**src/rtl/xadc_pkg.sv**
```systemverilog
// Shared definitions for the XADC sample reader.
//   XADC_CODE_W / PCM_W / XADC_WORD_W : widths of a raw code, a PCM sample and a wrapper word
//   cap_state_e                        : capture FSM states
//   code2pcm                           : 12-bit offset-binary code -> signed 16-bit PCM
package xadc_pkg;

  localparam int unsigned XADC_CODE_W = 12;
  localparam int unsigned PCM_W       = 16;
  localparam int unsigned XADC_WORD_W = 24;

  typedef enum logic [1:0] {
    StIdle = 2'd0,
    StWrA  = 2'd1,
    StWrB  = 2'd2
  } cap_state_e;

  // Flipping the MSB turns offset binary into two's complement; the shift scales to 16 bits.
  function automatic logic [PCM_W-1:0] code2pcm(input logic [XADC_CODE_W-1:0] code);
    return {~code[XADC_CODE_W-1], code[XADC_CODE_W-2:0], 4'b0000};
  endfunction

endpackage

```
**src/rtl/xadc_sample_reader_if.sv**
```systemverilog
// Sample stream towards the MFCC front end.
//   smp_data  : signed PCM sample (FIFO head)
//   smp_valid : smp_data is valid
//   smp_ready : consumer accepts the current sample
//   smp_first : current sample opens a frame
//   smp_last  : current sample closes a frame
// master = producer (sample reader), slave = consumer.
interface xadc_sample_reader_if;
  import xadc_pkg::*;

  logic [PCM_W-1:0] smp_data;
  logic             smp_valid;
  logic             smp_ready;
  logic             smp_first;
  logic             smp_last;

  modport master (
    output smp_data,
    output smp_valid,
    output smp_first,
    output smp_last,
    input  smp_ready
  );

  modport slave (
    input  smp_data,
    input  smp_valid,
    input  smp_first,
    input  smp_last,
    output smp_ready
  );

endinterface

```
**src/rtl/sync_fifo.sv**
```systemverilog
// Single-clock FIFO with registered occupancy and a combinational (show-ahead) head.
//   clk, rst_n : clock, synchronous active-low reset
//   flush      : synchronous empty, takes priority over push/pop
//   push/wdata : write request and data
//   pop        : remove the head (ignored when empty)
//   rdata      : current head entry
//   empty/full : status from pointer comparison
//   fill       : current occupancy, 0..DEPTH
module sync_fifo #(
  parameter int unsigned WIDTH = 16,
  parameter int unsigned DEPTH = 64
) (
  input  logic                     clk,
  input  logic                     rst_n,
  input  logic                     flush,
  input  logic                     push,
  input  logic [WIDTH-1:0]         wdata,
  input  logic                     pop,
  output logic [WIDTH-1:0]         rdata,
  output logic                     empty,
  output logic                     full,
  output logic [$clog2(DEPTH):0]   fill
);

  localparam int unsigned AW = $clog2(DEPTH);

  logic [WIDTH-1:0] mem [DEPTH];
  logic [AW:0]      wr_ptr_q, rd_ptr_q, fill_q;
  logic             do_push, do_pop;

  // Equal indices: the extra MSB tells a wrapped (full) writer from a caught-up (empty) one.
  assign empty = (wr_ptr_q == rd_ptr_q);
  assign full  = (wr_ptr_q[AW] != rd_ptr_q[AW]) && (wr_ptr_q[AW-1:0] == rd_ptr_q[AW-1:0]);

  assign do_pop  = pop && !empty;
  // A pop in the same cycle frees the slot the write lands in.
  assign do_push = push && (!full || do_pop);

  assign rdata = mem[rd_ptr_q[AW-1:0]];
  assign fill  = fill_q;

  always_ff @(posedge clk) begin
    if (do_push) begin
      mem[wr_ptr_q[AW-1:0]] <= wdata;
    end
  end

  always_ff @(posedge clk) begin
    if (!rst_n || flush) begin
      wr_ptr_q <= '0;
      rd_ptr_q <= '0;
      fill_q   <= '0;
    end else begin
      if (do_push) wr_ptr_q <= wr_ptr_q + 1'b1;
      if (do_pop)  rd_ptr_q <= rd_ptr_q + 1'b1;
      case ({do_push, do_pop})
        2'b10:   fill_q <= fill_q + 1'b1;
        2'b01:   fill_q <= fill_q - 1'b1;
        default: fill_q <= fill_q;
      endcase
    end
  end

endmodule

```
**src/rtl/xadc_sample_reader.sv**
```systemverilog
// Captures xadc_wrapper words, unpacks one or two 12-bit codes per word, converts them to
// signed PCM and streams them out of a FIFO with frame markers.
//   hclk, rst_n : clock, synchronous active-low reset
//   clear       : synchronous flush of FIFO, FSM, frame counter and overflow state
//   double      : packing mode of the incoming word, sampled on acceptance
//   din/din_vld : wrapper word and its one-cycle strobe
//   smp         : sample stream (master side)
//   overflow    : sticky, a word was dropped
//   drop_cnt    : dropped-word count, saturating
//   fill        : FIFO occupancy
module xadc_sample_reader import xadc_pkg::*; #(
  parameter int unsigned FIFO_DEPTH = 64,
  parameter int unsigned FRAME_LEN  = 256
) (
  input  logic                          hclk,
  input  logic                          rst_n,
  input  logic                          clear,
  input  logic                          double,
  input  logic [XADC_WORD_W-1:0]        din,
  input  logic                          din_vld,
  xadc_sample_reader_if.master          smp,
  output logic                          overflow,
  output logic [7:0]                    drop_cnt,
  output logic [$clog2(FIFO_DEPTH):0]   fill
);

  localparam int unsigned AW = $clog2(FIFO_DEPTH);
  localparam int unsigned FW = $clog2(FRAME_LEN);

  cap_state_e             state_q;
  logic [XADC_WORD_W-1:0] hold_word_q;
  logic                   hold_dbl_q;
  logic [FW-1:0]          frame_cnt_q;

  logic                   fifo_empty, fifo_full;
  logic [PCM_W-1:0]       fifo_head;
  logic                   push, pop;
  logic [XADC_CODE_W-1:0] push_code;
  logic [AW+1:0]          free_cnt, need_cnt;
  logic                   space_ok, accept, drop;

  assign pop  = smp.smp_valid && smp.smp_ready;
  assign push = (state_q == StWrA) || (state_q == StWrB);

  // Sample A is the upper code of a double word; otherwise the lower code is used.
  assign push_code = ((state_q == StWrA) && hold_dbl_q) ? hold_word_q[23:12] : hold_word_q[11:0];

  // Free space counts a pop in this cycle; no push can be pending since acceptance needs StIdle.
  always_comb begin
    need_cnt = double ? (AW+2)'(2) : (AW+2)'(1);
    free_cnt = (AW+2)'(FIFO_DEPTH) - (AW+2)'(fill) + (AW+2)'(pop);
    if (fifo_full) space_ok = pop && !double;
    else           space_ok = (free_cnt >= need_cnt);
    accept = (state_q == StIdle) && din_vld && space_ok;
    drop   = din_vld && !accept;
  end

  always_ff @(posedge hclk) begin
    if (!rst_n || clear) begin
      state_q     <= StIdle;
      hold_word_q <= '0;
      hold_dbl_q  <= 1'b0;
      overflow    <= 1'b0;
      drop_cnt    <= '0;
    end else begin
      unique case (state_q)
        StIdle: begin
          if (accept) begin
            hold_word_q <= din;
            hold_dbl_q  <= double;
            state_q     <= StWrA;
          end
        end
        StWrA:   state_q <= hold_dbl_q ? StWrB : StIdle;
        StWrB:   state_q <= StIdle;
        default: state_q <= StIdle;
      endcase
      if (drop) begin
        overflow <= 1'b1;
        if (drop_cnt != 8'hFF) drop_cnt <= drop_cnt + 8'd1;
      end
    end
  end

  always_ff @(posedge hclk) begin
    if (!rst_n || clear) begin
      frame_cnt_q <= '0;
    end else if (pop) begin
      frame_cnt_q <= frame_cnt_q + 1'b1;
    end
  end

  sync_fifo #(
    .WIDTH (PCM_W),
    .DEPTH (FIFO_DEPTH)
  ) u_fifo (
    .clk   (hclk),
    .rst_n (rst_n),
    .flush (clear),
    .push  (push),
    .wdata (code2pcm(push_code)),
    .pop   (pop),
    .rdata (fifo_head),
    .empty (fifo_empty),
    .full  (fifo_full),
    .fill  (fill)
  );

  // Data is forced to zero while empty so the stream shows no stale memory contents.
  assign smp.smp_valid = !fifo_empty;
  assign smp.smp_data  = fifo_empty ? '0 : fifo_head;
  assign smp.smp_first = !fifo_empty && (frame_cnt_q == '0);
  assign smp.smp_last  = !fifo_empty && (frame_cnt_q == FW'(FRAME_LEN - 1));

endmodule

```
**src/flat_wrapper.sv**
```systemverilog
// flat-port wrapper written by rule: the top's interface ports become plain ports
module xadc_sample_reader_flat import xadc_pkg::*;
#(
  parameter int unsigned FIFO_DEPTH = 64,
  parameter int unsigned FRAME_LEN  = 256
)
  (hclk, rst_n, clear, double, din, din_vld, overflow, drop_cnt, fill, smp_smp_data, smp_smp_valid, smp_smp_first, smp_smp_last, smp_smp_ready);
  xadc_sample_reader_if smp_i ();
  input  logic hclk;
  input  logic rst_n;
  input  logic clear;
  input  logic double;
  input  logic [XADC_WORD_W-1:0] din;
  input  logic din_vld;
  output logic overflow;
  output logic [7:0] drop_cnt;
  output logic [$clog2(FIFO_DEPTH):0] fill;
  output wire logic [$bits(smp_i.smp_data)-1:0] smp_smp_data;
  output wire logic [$bits(smp_i.smp_valid)-1:0] smp_smp_valid;
  output wire logic [$bits(smp_i.smp_first)-1:0] smp_smp_first;
  output wire logic [$bits(smp_i.smp_last)-1:0] smp_smp_last;
  input wire logic [$bits(smp_i.smp_ready)-1:0] smp_smp_ready;
  assign smp_smp_data = smp_i.smp_data;
  assign smp_smp_valid = smp_i.smp_valid;
  assign smp_smp_first = smp_i.smp_first;
  assign smp_smp_last = smp_i.smp_last;
  assign smp_i.smp_ready = smp_smp_ready;
  xadc_sample_reader #(.FIFO_DEPTH(FIFO_DEPTH), .FRAME_LEN(FRAME_LEN)) u_core (.hclk(hclk), .rst_n(rst_n), .clear(clear), .double(double), .din(din), .din_vld(din_vld), .smp(smp_i), .overflow(overflow), .drop_cnt(drop_cnt), .fill(fill));
endmodule
```
**config.mk**
```make
export PLATFORM = sky130hd
export DESIGN_NAME = xadc_sample_reader_flat
export DESIGN_NICKNAME = d
export VERILOG_FILES = /design/src/rtl/xadc_pkg.sv /design/src/rtl/xadc_sample_reader_if.sv /design/src/rtl/sync_fifo.sv /design/src/rtl/xadc_sample_reader.sv /design/src/flat_wrapper.sv
export SDC_FILE = /design/constraint.sdc
export NUM_CORES = 1
export LEC_CHECK = 0
export ABC_AREA = 0
export CORE_AREA = 2 2 290 292
export CTS_CLUSTER_SIZE = 25
export DETAILED_ROUTE_END_ITERATION = 10
export DIE_AREA = 0 0 292 294
export GPL_ROUTABILITY_DRIVEN = 0
export PLACE_DENSITY_LB_ADDON = 0.2
export SETUP_SLACK_MARGIN = 0.05
export SLEW_MARGIN = 20
export SYNTH_ARGS = -nofsm -noshare
export SYNTH_HDL_FRONTEND = slang
export SYNTH_SLANG_ARGS = --single-unit
```
**constraint.sdc**
```tcl
create_clock -name hclk -period 5.15 [get_ports hclk]
set_input_delay 1.03 -clock hclk [delete_from_list [all_inputs] [get_ports hclk]]
set_output_delay 1.03 -clock hclk [all_outputs]
set_load 0.05 [all_outputs]
```
# ---- After elaboration in Yosys (flattened, before gate mapping)
# Memory sizes are Yosys's and may differ from the RTL's. A register that Yosys moved wholly into a read port is not among the register bits.
# Index checks and enable logic that the tools add are counted.
dict set report classes {
  n_eq_ne 10
  muxes 12
  order_cmp 1
  bitwise_logic 1
  reduce_logical 24
  add_sub_neg 8
}
# operator count
set ops {}
lappend ops {{$add 7x1->7 const B} 3}
lappend ops {{$add 8x1->8 const B} 2}
lappend ops {{$mux 16} 1}
lappend ops {{$pmux 7 s2} 1}
lappend ops {{$mux 12} 1}
lappend ops {{$mux 6} 2}
lappend ops {{$logic_and 1x1->1} 11}
lappend ops {{$add 8x1->8} 1}
lappend ops {{$eq 8x8->1 const B} 1}
lappend ops {{$ge 8x8->1} 1}
lappend ops {{$logic_not 8->1} 1}
lappend ops {{$ne 8x8->1 const B} 1}
lappend ops {{$sub 7x7->8 const A} 1}
lappend ops {{$eq 7x7->1} 1}
lappend ops {{$sub 7x1->7 const B} 1}
lappend ops {{$eq 6x6->1} 1}
lappend ops {{$mux 2} 3}
lappend ops {{$logic_not 1->1} 5}
lappend ops {{$eq 2x1->1 const B} 2}
lappend ops {{$eq 2x2->1 const B} 2}
lappend ops {{$pmux 2 s2} 1}
lappend ops {{$reduce_and 2->1} 2}
lappend ops {{$logic_or 1x1->1} 3}
lappend ops {{$mux 1} 3}
lappend ops {{other kinds (5)} 5}
dict set report word_totals {
  input_bits 30
  ram_bits 768
  out_inout_bits 35
  elab_cells 66
  memories 1
  ff_bits 65
}
# name words width rd rd_clocked_by_memory_dff write_ports line_no
set memory_table {}
lappend memory_table {u_core.u_fifo.mem 64 12 1 1 1 sync_fifo.sv:27} ;# logic [WIDTH-1:0] mem [DEPTH];

# ---- Logic depth before layout (Yosys ltp)
# Gate-level depths: netlist of the first run.
dict set report depth {
  word_depth 10
  depth_mapped 16
  mapped_depth_nobuf 13
}

# ---- By module
# From an unflattened synthesis of the first run, not the netlist that was laid out.
dict set report hier_totals {
  hier_cells 2115
  hier_area_um2 43016.3
}
# mod cells_per_inst seq_area_each_um2 n_inst area_per_inst_um2
set modules_own_cells {}
lappend modules_own_cells {sync_fifo 1865 31290.0 1 40666.5}
lappend modules_own_cells {xadc_sample_reader 250 880.8 1 2349.8}

# ---- Least setup slack after synthesis of the first run
# Ideal clock, no wire load.
dict set report synth_timing {
  kind {register to register}
  start {register u_core.state_q[1]}
  end {memory u_core.u_fifo.mem[0][11] (netlist name) (data pin)}
  setup_time_ns 0.563
  synth_period_minus_slack_ns 3.493
  n_path_buf 1
  t_arrival_ns 2.929
  path_stages_with_launch 6
  path_slack_ns 1.657
  required_ns 4.587
  path_cell_list {dfxtp_1 inv_1 ha_1 nand2_1 buf_1 mux2i_1}
}
dict set report synth_via {
  elab_chain_len 4
}
# item line_no
set synth_rtl {}
lappend synth_rtl {{start, declared} xadc_sample_reader.sv:30} ;# cap_state_e state_q;
lappend synth_rtl {{start signal, assigned} xadc_sample_reader.sv:60} ;# state_q <= StIdle;
lappend synth_rtl {{start signal, assigned} xadc_sample_reader.sv:71} ;# state_q <= StWrA;
lappend synth_rtl {{start signal, assigned} xadc_sample_reader.sv:74} ;# StWrA: state_q <= hold_dbl_q ? StWrB : StIdle;
lappend synth_rtl {{$eq 2x1->1} xadc_sample_reader.sv:46} ;# assign push_code = ((state_q == StWrA) && hold_dbl_q) ? hold_word_q[23:12] : hold_word_q[11:0];
lappend synth_rtl {{$logic_and 1x1->1} xadc_sample_reader.sv:46}
lappend synth_rtl {{$mux 12} xadc_sample_reader.sv:46}
lappend synth_rtl {{$not 1->1} xadc_pkg.sv:19} ;# return {~code[XADC_CODE_W-1], code[XADC_CODE_W-2:0], 4'b0000};
lappend synth_rtl {{named net u_core.u_fifo.wdata[15]} sync_fifo.sv:17} ;# input logic [WIDTH-1:0] wdata,
lappend synth_rtl {{end, declared} sync_fifo.sv:27}
# The timed path passes the listed nets, and every way through them passes these cells.

==> qor.yml, run 1 <==
status: "complete, no violations"
core_area_mm2: 0.0829
startpoint_type: "register"
finalHoldViolCount: 0
fmax_mhz: 203
dp_cells: 2730
clk_pin_slew_ns: 0.06
setup_viol: 0
hold_buffers: 0
yosys.area.top_type_share_pct: 70.1
rows: 106
drv_cap: 0
clockBufferDepth: 3
hpwlAfterDp_mm: 44.8
firstDrtPassIters: 7
htreeDepth: 3
root_buffer: "clkbuf_16"
rsz0062_at_grt: "no"
required_ns: 4.12
clock-sinks: 839
cts_buffers: 90
drt-total-wl_mm: 75.1
track_usage_pct: 17.7
drt_iter0_markers: 1458
syn2layout_area_growth_pct: 16.6
grt_first_pass_wirelength_mm: 111
drc: 0
yosysSeqAreaShare_pct: 74.4
powerDensity_mw_per_mm2: 366
synth_cells: 1578
path_cells: "buf_12 -> buf_4 -> mux4_2 -> mux4_2 -> a22oi_1 -> nand2_1 -> buf_4"
grt_overflow: 0
fp.dieH_um: 294
maxSlewViolCount: 0
finalSetupTns_ns: 0
worstMarginPinSlew_ns: 0.958
synth-main-ff-cell: "edfxtp_1"
nets: 1802
route.vias.total: 15968
slew_headroom_pct: 36.0
worstPathMaxFanout: 56
critPathKind: "reg2out"
clk_latency_ns: 0.63
peakVddDrop_v: 0.000239
die_x_um: 292
hold_ws_ns: 0.479
fin_crit_ns: 4.94
grt_pass1_vias: 16439
antenna_found_initial: 0
clock_skew_ns: 0.0244
via_per_inst: 5.49
yosysMostFrequentCell: "edfxtp_1"
drive_gt1_share_pct: 28.5
io_buffers: 60
io_pins: 65
ys.warnings.count: 0
synthTopCellsByCount: "edfxtp_1, mux4_2, nor2_1"
ys_seq_elements: 839
synth-edff-count: 768
final_cells: 2908
crit_path_top_delay_cell: "dfxtp_4"
dieArea_mm2: 0.0858
yosysUniqueCellTypes: 64
wl_per_cell_um: 25.8
end_kind: "primary output"
grt_max_degree: 65
synth_area_mm2: 0.0329
cp_top_family: "buffers and inverters"
synth_area_per_cell_um2: 20.8
ant_nets: 0
synth_area_leaders: "edfxtp_1, mux4_2, dfxtp_1"
min_path_type: "reg2reg"
synthArstFlopShare_pct: 0
tritoncts: "done"
crit_arrival_ns: 3.91
cpPeakStageDelay_ns: 0.64
initial_core_util_pct: 39.7
p_leak_nw: 10.7
synth_top_cell_by_area: "edfxtp_1"
post-route-period-util_pct: 95.8
path_buf_inv: 3
-- per-stage QoR --
step	utilization, %	total power, mW	worst slack, ns	area [um2]
after CTS	46.1	14.1	0.0755	38200
after global routing	46.2	14.4	0.106	38300
final	46.2	14.0	0.214	38300
after floorplan	-	7.70	1.66	32900
after global placement	42.5	7.79	0.498	35200
after detailed placement	42.5	7.80	0.496	35200
-- per-layer routing --
layer  vias to the layer above  global-route usage [%]  part of all wire (%)
li1                       6887                       -                     -
met1                      8511                    25.1                    45
met2                       456                    28.7                    48
met4                         0                    4.20                   2.2
met3                       114                    3.24                   5.0
met5                         -                       0                     0
-- worst register-to-register path, stage by stage (launching register included) --
cell	delay, ns
dfxtp_1	0.65
xnor2_1	0.19
nand4_1	0.20
buf_4	0.23
o31ai_2	0.53
ha_1	0.48
ha_1	0.33
nor2b_1	0.15
o21ai_0	0.22
a21boi_0	0.21
or4_1	0.54
a31o_2	0.25
a21oi_1	0.12
-- layout by cell type (no fill, tap or decap), drive strengths merged, types with 3 or more instances in the layout --
cell / instances
conb: 4
o21a: 4
clkdlybuf4s50: 48
nand3: 12
and3: 6
xor2: 11
nand2b: 3
mux2i: 27
nand3b: 7
a31oi: 3
clkinv: 40
or4: 3
mux2: 13
dfxtp: 71
mux4: 239
nand4: 7
buf: 116
xnor2: 14
bufinv: 9
o21ai: 10
nor3: 12
inv: 17
or3: 5
o31ai: 3
a21oi: 19
edfxtp: 768
a22oi: 22
ha: 17
clkbuf: 115
nor3b: 4
nor2: 126
nand2: 29
nor2b: 6
-- state kept, by name (all words and copies together) (netlist names), named ones only --
name                    count
u_core.u_fifo.mem         768
u_core.overflow             1
u_core.u_fifo.fill          7
u_core.frame_cnt_q          8
u_core.u_fifo.wr_ptr_q      7
u_core.hold_dbl_q           1
u_core.state_q              2
u_core.drop_cnt             8
u_core.hold_word_q         24
u_core.u_fifo.rd_ptr_q      7
-- where the power goes --
part           internal [mW]  switching (mW)
logic                 0.0831           0.163
registers               7.40         0.00718
clock network           3.79            2.58
-- cell families after synthesis --
family                     count (synthesis)  synth area share [%]
DFF                                      839                  74.4
muxes                                    279                  17.6
and+or+nand+nor                          234                  3.31
buffers and inverters                    100                  1.50
AOI/OAI and AO/OA                         82                  1.73
xor gates and xnor gates                  25                 0.666
adders and majority gates                 18                 0.708
other                                      1                0.0114
-- final cells by class --
type / count / area (um2)
timing repair buffer: 165 / 1520
clock inverter: 50 / 487
clock buffer: 115 / 2440
inverter: 16 / 60.1
antenna: 1 / 2.50
multi-input combinational: 642 / 7980
fill: 6879 / 44600
tap: 1080 / 1350
sequential: 839 / 24500
-- path summary, 6_finish.rpt --
| path | from | endpoint | slack [ns] | depth (start not counted) |
|---|---|---|---|---|
| worst max-delay path | register | smp_smp_data[6] | 0.21 | 7 |
| worst min-delay path | u_core.overflow$_SDFFE_PP0P_ | u_core.overflow$_SDFFE_PP0P_ | 0.48 | 2 |
| worst min register to register | u_core.overflow$_SDFFE_PP0P_ | u_core.overflow$_SDFFE_PP0P_ | 0.48 | 2 |
| worst max register to register | u_core.u_fifo.wr_ptr_q[5]$_SDFFE_PP0P_ | u_core.u_fifo.fill[6]$_SDFFE_PP0P_ | 0.97 | 12 |
-- repair_timing --
action / CTS / global route
buffers inserted: 0 / 11
cloned: 1 / 0
pin swaps: 0 / 1
endpoints found under the setup margin: 3 / 3
resized for setup: 2 / 2
Power figures use the tool's default switching activity.
==> run 2: changes to the inputs <==
--- a/config.mk
+++ b/config.mk
@@ -7,6 +7,7 @@
 export LEC_CHECK = 0
 export ABC_AREA = 0
 export CORE_AREA = 2 2 290 292
+export CTS_BUF_LIST = sky130_fd_sc_hd__clkbuf_4 sky130_fd_sc_hd__clkbuf_8
 export CTS_CLUSTER_SIZE = 25
 export DETAILED_ROUTE_END_ITERATION = 10
 export DIE_AREA = 0 0 292 294
==> qor.yml, run 2 (same netlist as run 1, synthesis figures left out) <==
nets: 1851
crit_arrival_ns: 3.95
power_mw: 13.2
grt_first_pass_wirelength_mm: 113
antenna_found_initial: 1
drv_cap: 0
syn2layout_area_growth_pct: 15.6
finalHoldViolCount: 0
wl_per_cell_um: 25.6
cp_top_family: "buffers and inverters"
drive_gt1_share_pct: 31.5
final_cells: 2988
crit_path_top_delay_cell: "dfxtp_4"
clock-sinks: 839
worstReg2RegStart: "u_core.u_fifo.wr_ptr_q[5]$_SDFFE_PP0P_"
internal-power_mw: 10.5
critPathKind: "reg2out"
p_switching_mw: 2.74
dieArea_mm2: 0.0858
setup_viol: 0
min_path_type: "reg2reg"
peakVddDrop_v: 0.000257
dp_slack_ns: 0.496
startpoint_type: "register"
antennaDiodeCount: 0
io_buffers: 60
finalSetupTns_ns: 0
p_seq_share_pct: 56.0
via_per_inst: 5.43
combPwrFrac_pct: 1.9
required_ns: 4.12
slew_headroom_pct: 32.8
clk_latency_ns: 0.78
rsz0062_at_grt: "no"
cpPeakStageDelay_ns: 0.55
largest_reg_flops: 768
path_buf_inv: 3
clock_skew_ns: 0.0245
p_clk_share_pct: 42.2
clk_pin_slew_ns: 0.06
status: "complete, no violations"
initial_core_util_pct: 39.7
ant_nets: 0
dp_cells: 2730
rows: 106
post-route-period-util_pct: 96.7
hp-start: "u_core.overflow$_SDFFE_PP0P_"
drt_iter0_markers: 1354
grt_max_degree: 65
maxSlewViolCount: 0
die_x_um: 292
setup_ws_ns: 0.169
htreeDepth: 4
core_area_mm2: 0.0829
drc: 0
grt_pass1_vias: 16991
cts_buffers: 143
clockBufferDepth: 3
track_usage_pct: 18.2
firstDrtPassIters: 5
worstPathMaxFanout: 56
root_buffer: "clkbuf_8"
fin_crit_ns: 4.98
powerDensity_mw_per_mm2: 348
tritoncts: "done"
grt_overflow: 0
end_kind: "primary output"
io_pins: 65
drt-total-wl_mm: 76.5
layout_common_cells: "edfxtp_1, mux4_2, clkbuf_8"
fmax_mhz: 201
layout.cells.most_common: "edfxtp_1"
p_leak_nw: 10.7
path_cells: "buf_16 -> buf_4 -> mux4_2 -> mux4_2 -> a22oi_1 -> nand2_1 -> buf_4"
hpwlAfterDp_mm: 44.8
worstMarginPinSlew_ns: 1.01
fp.dieH_um: 294
route.vias.total: 16215
p_sw_share_pct: 20.7
==> run 2: area by class of cell <==
| cell class | count | area, um2 |
|---|---|---|
| Inverter | 16 | 60.1 |
| Clock buffer | 197 | 2410 |
| Sequential cell | 839 | 24500 |
| Timing Repair Buffer | 161 | 1500 |
| Tap cell | 1080 | 1350 |
| Clock inverter | 53 | 244 |
| Multi-Input combinational cell | 642 | 7980 |
| Fill cell | 6978 | 44900 |
==> run 2: what timing repair did <==
item,4_1_cts,5_1_grt
setup buffers,6,1
gates resized for setup,5,0
setup endpoints to repair,11,3
pin swaps,0,1
hold buffers,0,0
cloned,1,0
==> run 2: final timing paths <==
path / to / slack, ns / depth (start not counted)
min reg2reg: u_core.overflow$_SDFFE_PP0P_ / 0.48 / 2
max reg2reg: u_core.u_fifo.fill[6]$_SDFFE_PP0P_ / 0.96 / 12
min: u_core.overflow$_SDFFE_PP0P_ / 0.48 / 2
max: smp_smp_data[6] / 0.17 / 7
==> run 2: worst register-to-register path, delay by kind of cell (launching register included) <==
family,cells,cell delay (ns)
AOI/OAI and AO/OA,5,1.34
xor gates and xnor gates,1,0.19
adders and majority gates,2,0.81
buffers and inverters,1,0.23
DFF,1,0.64
and+or+nand+nor,3,0.91
==> run 2: per-stage QoR <==
step | hold slack, ns | cell area (um2) | util [%]
6_report | 0.478 | 38000 | 45.9
5_1_grt | 0.521 | 38000 | 45.9
4_1_cts | 0.488 | 38000 | 45.9
3_5_place_dp | 0.468 | 35200 | 42.5
3_3_place_gp | 0.471 | 35200 | 42.5
2_1_floorplan | 0.458 | 32900 | -
==> run 2: power groups by stage <==
stage               logic, mW  clock network (mW)  registers (mW)
floorplan               0.145                   0            7.55
global placement        0.238                   0            7.55
detailed placement      0.245                   0            7.55
CTS                     0.248                5.75            7.41
global route            0.267                6.04            7.41
finish                  0.246                5.59            7.41
==> run 2: routing by layer <==
layer | track usage (%) | routed length, um
met2 | 29.2 | 37300
met1 | 24.5 | 33100
met5 | 0 | 13
met4 | 5.17 | 1230
met3 | 4.73 | 4890
